<file path="src/rtl/rr_mux_arb_pkg.sv">
// Shared types and helpers for the round-robin mux arbiter.
// Optional grant locking is enabled with RR_MUX_ARB_LOCK_EN (see rr_mux_arbiter).
package rr_mux_arb_pkg;

  localparam int unsigned DefN = 4;
  localparam int unsigned DefW = 2;
  // Upper bound on lane count supported by the rotate helpers.
  localparam int unsigned MaxN = 32;

  typedef logic [DefN-1:0][DefW-1:0] lane_data_t;

  function automatic int unsigned sw_of(input int unsigned n);
    return (n < 2) ? 1 : $clog2(n);
  endfunction

  // Rotate the low n bits right by amt: bit amt lands in position 0.
  function automatic logic [MaxN-1:0] rotr(input logic [MaxN-1:0] v,
                                           input int unsigned amt,
                                           input int unsigned n);
    logic [MaxN-1:0] r;
    int unsigned src;
    r = '0;
    for (int unsigned i = 0; i < MaxN; i++) begin
      if (i < n) begin
        src = i + amt;
        if (src >= n) src = src - n;
        r[i] = v[src];
      end
    end
    return r;
  endfunction

  // Inverse of rotr over the low n bits.
  function automatic logic [MaxN-1:0] rotl(input logic [MaxN-1:0] v,
                                           input int unsigned amt,
                                           input int unsigned n);
    logic [MaxN-1:0] r;
    int unsigned dst;
    r = '0;
    for (int unsigned i = 0; i < MaxN; i++) begin
      if (i < n) begin
        dst = i + amt;
        if (dst >= n) dst = dst - n;
        r[dst] = v[i];
      end
    end
    return r;
  endfunction

endpackage

</file>
<file path="src/rtl/rr_pick.sv">
// Combinational round-robin picker: first set request at or after ptr, wrapping.
module rr_pick
  import rr_mux_arb_pkg::*;
#(
  parameter int unsigned N = DefN,
  localparam int unsigned SW = sw_of(N)
) (
  input  logic [N-1:0]  req,
  input  logic [SW-1:0] ptr,
  output logic [N-1:0]  gnt,
  output logic [SW-1:0] gnt_idx
);

  logic [MaxN-1:0] rot;
  logic [MaxN-1:0] sel;
  logic [MaxN-1:0] shifted;
  logic            found;
  int unsigned     pos;
  int unsigned     idx;

  always_comb begin
    rot     = rotr(MaxN'(req), 32'(ptr), N);
    sel     = '0;
    found   = 1'b0;
    pos     = 0;
    // Lowest set bit of the rotated vector is the highest-priority requester.
    for (int unsigned i = 0; i < N; i++) begin
      if (rot[i] && !found) begin
        found  = 1'b1;
        sel[i] = 1'b1;
        pos    = i;
      end
    end
    shifted = rotl(sel, 32'(ptr), N);
    gnt     = shifted[N-1:0];
    idx     = pos + 32'(ptr);
    if (idx >= N) idx = idx - N;
    gnt_idx = found ? SW'(idx) : '0;
  end

  logic unused_bits;
  assign unused_bits = ^{rot, shifted};

endmodule

</file>
<file path="src/rtl/rr_mux_arbiter.sv">
// N-lane round-robin arbiter feeding an AND-OR mux into a single registered output slot.
// Define RR_MUX_ARB_LOCK_EN to add req_lock, which keeps the grant on a lane across beats.
module rr_mux_arbiter
  import rr_mux_arb_pkg::*;
#(
  parameter int unsigned N = DefN,
  parameter int unsigned W = DefW,
  localparam int unsigned SW = sw_of(N)
) (
  input  logic                clk,
  input  logic                rst_n,
  input  logic [N-1:0]        req_valid,
  input  logic [N-1:0][W-1:0] req_data,
`ifdef RR_MUX_ARB_LOCK_EN
  input  logic [N-1:0]        req_lock,
`endif
  output logic [N-1:0]        req_ready,
  output logic                out_valid,
  output logic [W-1:0]        out_data,
  output logic [SW-1:0]       out_src,
  input  logic                out_ready,
  output logic [N-1:0]        grant_onehot
);

  logic          out_valid_q, out_valid_d;
  logic [W-1:0]  out_data_q, out_data_d;
  logic [SW-1:0] out_src_q, out_src_d;
  logic [SW-1:0] ptr_q, ptr_d;

  logic [SW-1:0] gnt_idx;
  logic [W-1:0]  mux_data;
  logic          load_en;
  logic          accept;
  logic          hold_ptr;

  rr_pick #(
    .N(N)
  ) u_pick (
    .req     (req_valid),
    .ptr     (ptr_q),
    .gnt     (grant_onehot),
    .gnt_idx (gnt_idx)
  );

  assign load_en   = !out_valid_q || out_ready;
  // rst_n gating keeps ready low while the slot is being cleared.
  assign req_ready = grant_onehot & {N{load_en & rst_n}};
  assign accept    = |req_ready;

  always_comb begin
    mux_data = '0;
    for (int unsigned i = 0; i < N; i++) begin
      mux_data = mux_data | (req_data[i] & {W{grant_onehot[i]}});
    end
  end

`ifdef RR_MUX_ARB_LOCK_EN
  assign hold_ptr = |(req_lock & grant_onehot);
`else
  assign hold_ptr = 1'b0;
`endif

  always_comb begin
    out_valid_d = out_valid_q;
    out_data_d  = out_data_q;
    out_src_d   = out_src_q;
    ptr_d       = ptr_q;
    if (accept) begin
      out_valid_d = 1'b1;
      out_data_d  = mux_data;
      out_src_d   = gnt_idx;
      if (hold_ptr) begin
        ptr_d = gnt_idx;
      end else if (gnt_idx == SW'(N - 1)) begin
        ptr_d = '0;
      end else begin
        ptr_d = gnt_idx + SW'(1);
      end
    end else if (out_ready) begin
      out_valid_d = 1'b0;
    end
  end

  always_ff @(posedge clk or negedge rst_n) begin
    if (!rst_n) begin
      out_valid_q <= 1'b0;
      out_data_q  <= '0;
      out_src_q   <= '0;
      ptr_q       <= '0;
    end else begin
      out_valid_q <= out_valid_d;
      out_data_q  <= out_data_d;
      out_src_q   <= out_src_d;
      ptr_q       <= ptr_d;
    end
  end

  assign out_valid = out_valid_q;
  assign out_data  = out_data_q;
  assign out_src   = out_src_q;

  grant_onehot0_a : assert property (@(posedge clk) disable iff (!rst_n) $onehot0(grant_onehot));

endmodule

</file>
<file path="config.mk">
export PLATFORM = sky130hd
export DESIGN_NAME = rr_mux_arbiter
export DESIGN_NICKNAME = d
export VERILOG_FILES = /design/src/rtl/rr_mux_arb_pkg.sv /design/src/rtl/rr_pick.sv /design/src/rtl/rr_mux_arbiter.sv
export SDC_FILE = /design/constraint.sdc
export NUM_CORES = 1
export LEC_CHECK = 0
export CAP_MARGIN = 5
export CELL_PAD_IN_SITES_DETAIL_PLACEMENT = 2
export CELL_PAD_IN_SITES_GLOBAL_PLACEMENT = 2
export CORE_ASPECT_RATIO = 0.6
export CORE_MARGIN = 2
export CORE_UTILIZATION = 27
export CTS_CLUSTER_SIZE = 12
export DETAILED_ROUTE_END_ITERATION = 7
export PLACE_DENSITY = 0.79
export REMOVE_ABC_BUFFERS = 1
export SYNTH_ARGS = -nofsm -noshare
export SYNTH_HDL_FRONTEND = slang
export SYNTH_SLANG_ARGS = --single-unit
</file>
<file path="constraint.sdc">
create_clock -name clk -period 3.5 [get_ports clk]
set_input_delay 0.7 -clock clk [delete_from_list [all_inputs] [get_ports clk]]
set_output_delay 0.7 -clock clk [all_outputs]
set_load 0.01 [all_outputs]
</file>
==> results.cfg, run 1 <==
[status]
status = finished with violations
violations = negative setup slack

[yosys]
async_reset_ff_share_pct = 100.0
ys_seq_area_share_pct = 19.61
synth_top_cell_by_area = dfrtp_1
synth_top_family_by_area = compound AO/OA/AOI/OAI gates
synth_compound_area_share_pct = 22.13
yosys.area_share.simple_pct = 17.93
ys_top_cells_by_area = dfrtp_1, ha_1, mux2i_1
ys_ff_latch = 7
syn_avg_cell_area_um2 = 9.116
netlist_area_um2 = 893.4
synth_flop_cell = dfrtp_1
ys_types = 33
yosys_warnings = 0
synthCells = 98
synth_mux_area_share_pct = 19.75
synth_edf_count = 0
synth_most_common_cell = nor2_1
synth-xor-area-share_pct = 1.961
yosysTopAreaCellShare_pct = 19.61
synth_fa_ha_area_share_pct = 12.61
synth_top_cells_by_count = nor2_1, inv_1, o21ai_0

[cells_and_area]
fin_nets = 194
fillers = 337
diodes = 0
syn_to_final_growth_pct = 94.26
drive_gt1_share_pct = 55.03
stdcell_area_um2 = 1735
stdcell_count = 214

[sta]
rsz0062_at_grt = true
tightest_slew_ns = 0.4052
fin_crit_ns = 3.518
slew_headroom_pct = 72.99
fmaxAchievable_mhz = 284.2
slew_viol_final = 0
hold_viol = 0
finClkSkew_ns = 0.004068
period_share_pct = 100.5
setup_viol = 2
hold_ws_ns = 0.5550
fin_ws_ns = -0.01812

[critical_path]
crit_path_max_fanout = 6
critPathLaunchType = flop
crit_required_ns = 2.80
end_kind = primary output
path_class = flop to primary output
critPathArrivalTime_ns = 2.82

[clocking]
cts_tree = built
numClockSinks = 7
clkTransAtPathRegs_ns = 0.05
htree_levels = 1
cts.path.max_buffers = 2
cts_buffers = 3
root_buffer = clkbuf_8
hold_buffers = 0
insertion_delay_ns = 0.24

[route]
drt_iter0_markers = 56
routedWlPerCell_um = 27.37
antenna_left = 0
first_pass_iters = 4
post-route-drc-count = 0
viasPerCell = 5.369
wl_um = 5857
num_vias = 1149

[global_routing]
grt_overflow = 0
antenna_found_initial = 1
grt_max_degree = 8
first_global_vias = 1321
grt.total_usage_pct = 30.07
grt_pass1_wl_um = 8314

[placed_design]
place_area_um2 = 1414
port-buffer-count = 27
hpwlAfterDp_um = 3130
place.gp.congestion = 0.9070
dp.cells = 196

[floorplanning]
die_h_um = 48.56
io-pin-count = 28
die_w_um = 78.26
die_area_um2 = 3800
core_um2 = 3203
std_cell_rows = 16
initial_core_util_pct = 27.89

[flow_run]
maxCapViolations = 0

[min_path]
hold_path.class = flop to flop
[kinds of logic after synthesis]
logic type	after synthesis
DFF	7
adders and majority gates	9
and+or+nand+nor	31
muxes	13
xor gates and xnor gates	2
buffers and inverters	12
AOI/OAI and AO/OA	24
[layer usage]
layer / global-route usage (%) / vias up / wire, µm
met5: 0 / - / 13
met4: 8.480 / 2 / 130
met1: 36.55 / 586 / 2394
met3: 7.463 / 16 / 405
li1: - / 497 / -
met2: 53.02 / 48 / 2913
[registers in the layout, indices dropped and copies added, names as in the netlist]
signal and cells:
out_data 2, out_src 2, out_valid 1, ptr_q 2
[cell usage in the layout, fill, tap and decap left out, types with 2 or more instances in the layout]
| master | instances |
|---|---|
| mux2_1 | 2 |
| nor2_4 | 5 |
| mux2i_1 | 5 |
| nand2b_1 | 4 |
| o32ai_4 | 2 |
| clkdlybuf4s50_1 | 15 |
| dfrtp_1 | 6 |
| inv_2 | 2 |
| mux2_4 | 3 |
| o21ai_1 | 2 |
| nor2_1 | 6 |
| buf_6 | 4 |
| clkbuf_2 | 4 |
| xnor2_2 | 2 |
| o21ai_0 | 9 |
| inv_1 | 8 |
| buf_2 | 7 |
| ha_1 | 5 |
| nand4_1 | 2 |
| clkbuf_8 | 3 |
| buf_4 | 38 |
| a2111oi_2 | 2 |
| nand2_1 | 5 |
| nor2_2 | 2 |
| ha_2 | 3 |
| o22ai_4 | 2 |
[stage by stage]
step / setup TNS, ns / setup slack [ns] / utilization, %
after floorplan: 0 / 0.3374 / -
after global placement: -5.046 / -0.6640 / 44.14
after detailed placement: -8.241 / -0.9626 / 44.14
after CTS: 0 / 0.003370 / 52.34
after global routing: -0.2966 / -0.08056 / 54.18
final: -0.02852 / -0.01812 / 54.18
[worst max-delay path, cell delays in order (launching register included)]
cell	delay, ns
dfrtp_2	0.48
inv_2	0.11
ha_2	0.25
nor2_2	0.14
a22oi_2	0.10
buf_4	0.15
or4_4	0.56
buf_6	0.15
o32ai_4	0.25
nor2_4	0.10
nor2_4	0.14
buf_2	0.15
[worst paths after layout]
check,from,end,slack [ns],depth (start not counted)
worst max-delay path,ptr_q[0]$_DFFE_PN0P_,req_ready[0],-0.02,11
worst min-delay path,out_src[0]$_DFFE_PN0P_,out_src[0]$_DFFE_PN0P_,0.55,1
worst max register to register,ptr_q[0]$_DFFE_PN0P_,out_src[1]$_DFFE_PN0P_,0.05,13
worst min register to register,out_src[0]$_DFFE_PN0P_,out_src[0]$_DFFE_PN0P_,0.55,1
max in group asynchronous,rst_n,ptr_q[0]$_DFFE_PN0P_,2.55,2
min in group asynchronous,rst_n,out_src[0]$_DFFE_PN0P_,0.81,2
[final cells by class]
type / count / area (µm²) / area share [%]
multi-input cells: 79 / 874.6 / 50.40
repair buffers: 69 / 545.5 / 31.43
flip-flops and latches: 7 / 176.4 / 10.17
well taps: 45 / 56.30 / 3.244
clock buffers: 4 / 45.04 / 2.596
inverters: 10 / 37.54 / 2.163
[repair_timing]
item,CTS,global route
setup buffers,12,2
endpoints found under the setup margin,15,10
resized for setup,64,30
pin swaps,8,11
Power of run 1 is not shown: default switching activity piles up to over one toggle a cycle in this logic, so the estimate is an artifact.
==> run 2, diff against run 1 <==
--- a/config.mk
+++ b/config.mk
@@ -15,6 +15,7 @@
 export DETAILED_ROUTE_END_ITERATION = 7
 export PLACE_DENSITY = 0.79
 export REMOVE_ABC_BUFFERS = 1
+export SLEW_MARGIN = 30
 export SYNTH_ARGS = -nofsm -noshare
 export SYNTH_HDL_FRONTEND = slang
 export SYNTH_SLANG_ARGS = --single-unit
==> results of run 2 <==
No change in the layout: final DEF, timing and power equal those of run 1.
Power of run 2 is left out for the same reason.
==> run 3, diff against run 2 <==
--- a/config.mk
+++ b/config.mk
@@ -9,7 +9,7 @@
 export CELL_PAD_IN_SITES_DETAIL_PLACEMENT = 2
 export CELL_PAD_IN_SITES_GLOBAL_PLACEMENT = 2
 export CORE_ASPECT_RATIO = 0.6
-export CORE_MARGIN = 2
+export CORE_MARGIN = 1
 export CORE_UTILIZATION = 27
 export CTS_CLUSTER_SIZE = 12
 export DETAILED_ROUTE_END_ITERATION = 7
==> results.cfg, run 3 (synthesis results as in run 1) <==
[cells_and_area]
diodes = 0
fillers = 302
drive_gt1_share_pct = 48.78
layout_commonest_cell = buf_4
syn_to_final_growth_pct = 85.29
fin_nets = 189
final_util_pct = 55.13
register_area_um2 = 175.2
mostFrequentLayoutCells = buf_4, clkdlybuf4s50_1, inv_1, o21ai_0
multiInputGateArea_um2 = 812.0
stdcell_area_um2 = 1655

[floorplanning]
die_h_um = 46.56
die_area_um2 = 3550
initial_core_util_pct = 29.75
core_um2 = 3003
io-pin-count = 28
die_w_um = 76.26
std_cell_rows = 15

[clocking]
insertion_delay_ns = 0.22
htree_levels = 1
cts_tree = built
numClockSinks = 7
clkTransAtPathRegs_ns = 0.04
hold_buffers = 0
cts.path.max_buffers = 2
root_buffer = clkbuf_8
cts_buffers = 3

[global_routing]
grt_max_degree = 9
grt.total_usage_pct = 28.99
grt_pass1_wl_um = 7486
first_global_vias = 1257
antenna_found_initial = 0
grt_overflow = 0

[critical_path]
crit_path_max_fanout = 4
crit_required_ns = 2.80
cpPeakStageDelay_ns = 0.52
critPathArrivalTime_ns = 2.85
end_kind = primary output
cp_slowest_cell = or4b_4
cp_cell_sequence = clkdlybuf4s15_2 -> mux2_1 -> a22oi_2 -> or4b_4 -> buf_4 -> o22ai_4 -> nor2_2 -> nor2_1 -> clkbuf_2
critPathLaunchType = input pin
path_class = input pin to primary output
cp_num_buf_inv = 3
critPathTopFamily = simple AND/OR/NAND/NOR gates

[route]
post-route-drc-count = 0
viasPerCell = 5.350
wl_um = 5109
drt_iter0_markers = 32
routedWlPerCell_um = 24.80
num_vias = 1102
antenna_left = 0
first_pass_iters = 4

[placed_design]
place.gp.congestion = 0.7997
place_area_um2 = 1423
port-buffer-count = 27
hpwlAfterDp_um = 3058

[flow_run]
maxCapViolations = 0

[min_path]
hold_path.class = flop to flop

[sta]
fmaxAchievable_mhz = 281.3
slew_viol_final = 0
tns_ns = -0.07580
finClkSkew_ns = 0.001254
period_share_pct = 101.6
tightest_slew_ns = 0.4225
fin_crit_ns = 3.555
setup_viol = 2
hold_viol = 0
slew_headroom_pct = 71.84
rsz0062_at_grt = true
fin_ws_ns = -0.05470

[status]
violations = negative setup slack
status = finished with violations
## run 3: cell types whose count changed in the layout (fill, tap and decap cells not counted), moves of 2 or more
cell,previous run,this run
a2111oi_2,2,4
inv_2,2,0
ha_1,5,8
buf_4,38,34
ha_2,3,0
xnor2_1,0,2
nor2_1,6,8
nor2_4,5,2
xnor2_2,2,0
clkdlybuf4s15_2,0,3
buf_2,7,4
inv_1,8,10
## run 3: timing repair
item,CTS,global route
pin swaps,7,5
setup buffers,8,1
resized for setup,56,19
setup endpoints to repair,15,8
## run 3: final cells by class
type	instances	share of cell area (%)
multi-input cells	79	49.06
repair buffers	64	32.20
flip-flops and latches	7	10.58
well taps	42	3.175
clock buffers	4	2.721
inverters	10	2.268
## run 3: worst reg2reg max path, delay by kind of cell (launching register included)
family	cells	cell delay, ns
compound gates	1	0.21
xor+xnor	2	0.39
fa+ha+maj	2	0.44
buf+inv	3	0.47
flops	1	0.43
mux	2	0.38
simple gates	3	0.86
## run 3: final timing paths
check / from / end / slack, ns / cells past startpoint
worst max-delay path: req_valid[1] / req_ready[2] / -0.05 / 9
worst min-delay path: out_data[0]$_DFFE_PN0P_ / out_data[0]$_DFFE_PN0P_ / 0.52 / 1
worst max register to register: ptr_q[0]$_DFFE_PN0P_ / ptr_q[1]$_DFFE_PN0P_ / 0.21 / 13
worst min register to register: out_data[0]$_DFFE_PN0P_ / out_data[0]$_DFFE_PN0P_ / 0.52 / 1
max in group asynchronous: rst_n / out_data[1]$_DFFE_PN0P_ / 2.57 / 2
min in group asynchronous: rst_n / out_valid$_DFFE_PN0P_ / 0.80 / 2
## run 3: routing by layer
metal  GRT usage [%]  routed length, µm  part of all wire, %
met2           54.59               2503                   49
met5               0                  0                    0
met4           7.308                131                  2.6
met3           3.168                204                  4.0
met1           36.62               2269                   44
## run 3: stage by stage
stage          instances  setup slack, ns  hold WS [ns]
2_1_floorplan         96           0.3374        0.4044
3_3_place_gp         193          -0.5593        0.4980
3_5_place_dp         193          -0.6894        0.5091
4_1_cts              205         0.004269        0.5171
5_1_grt              206         -0.09542        0.5472
6_report             206         -0.05470        0.5238
Power of run 3 is left out for the same reason.
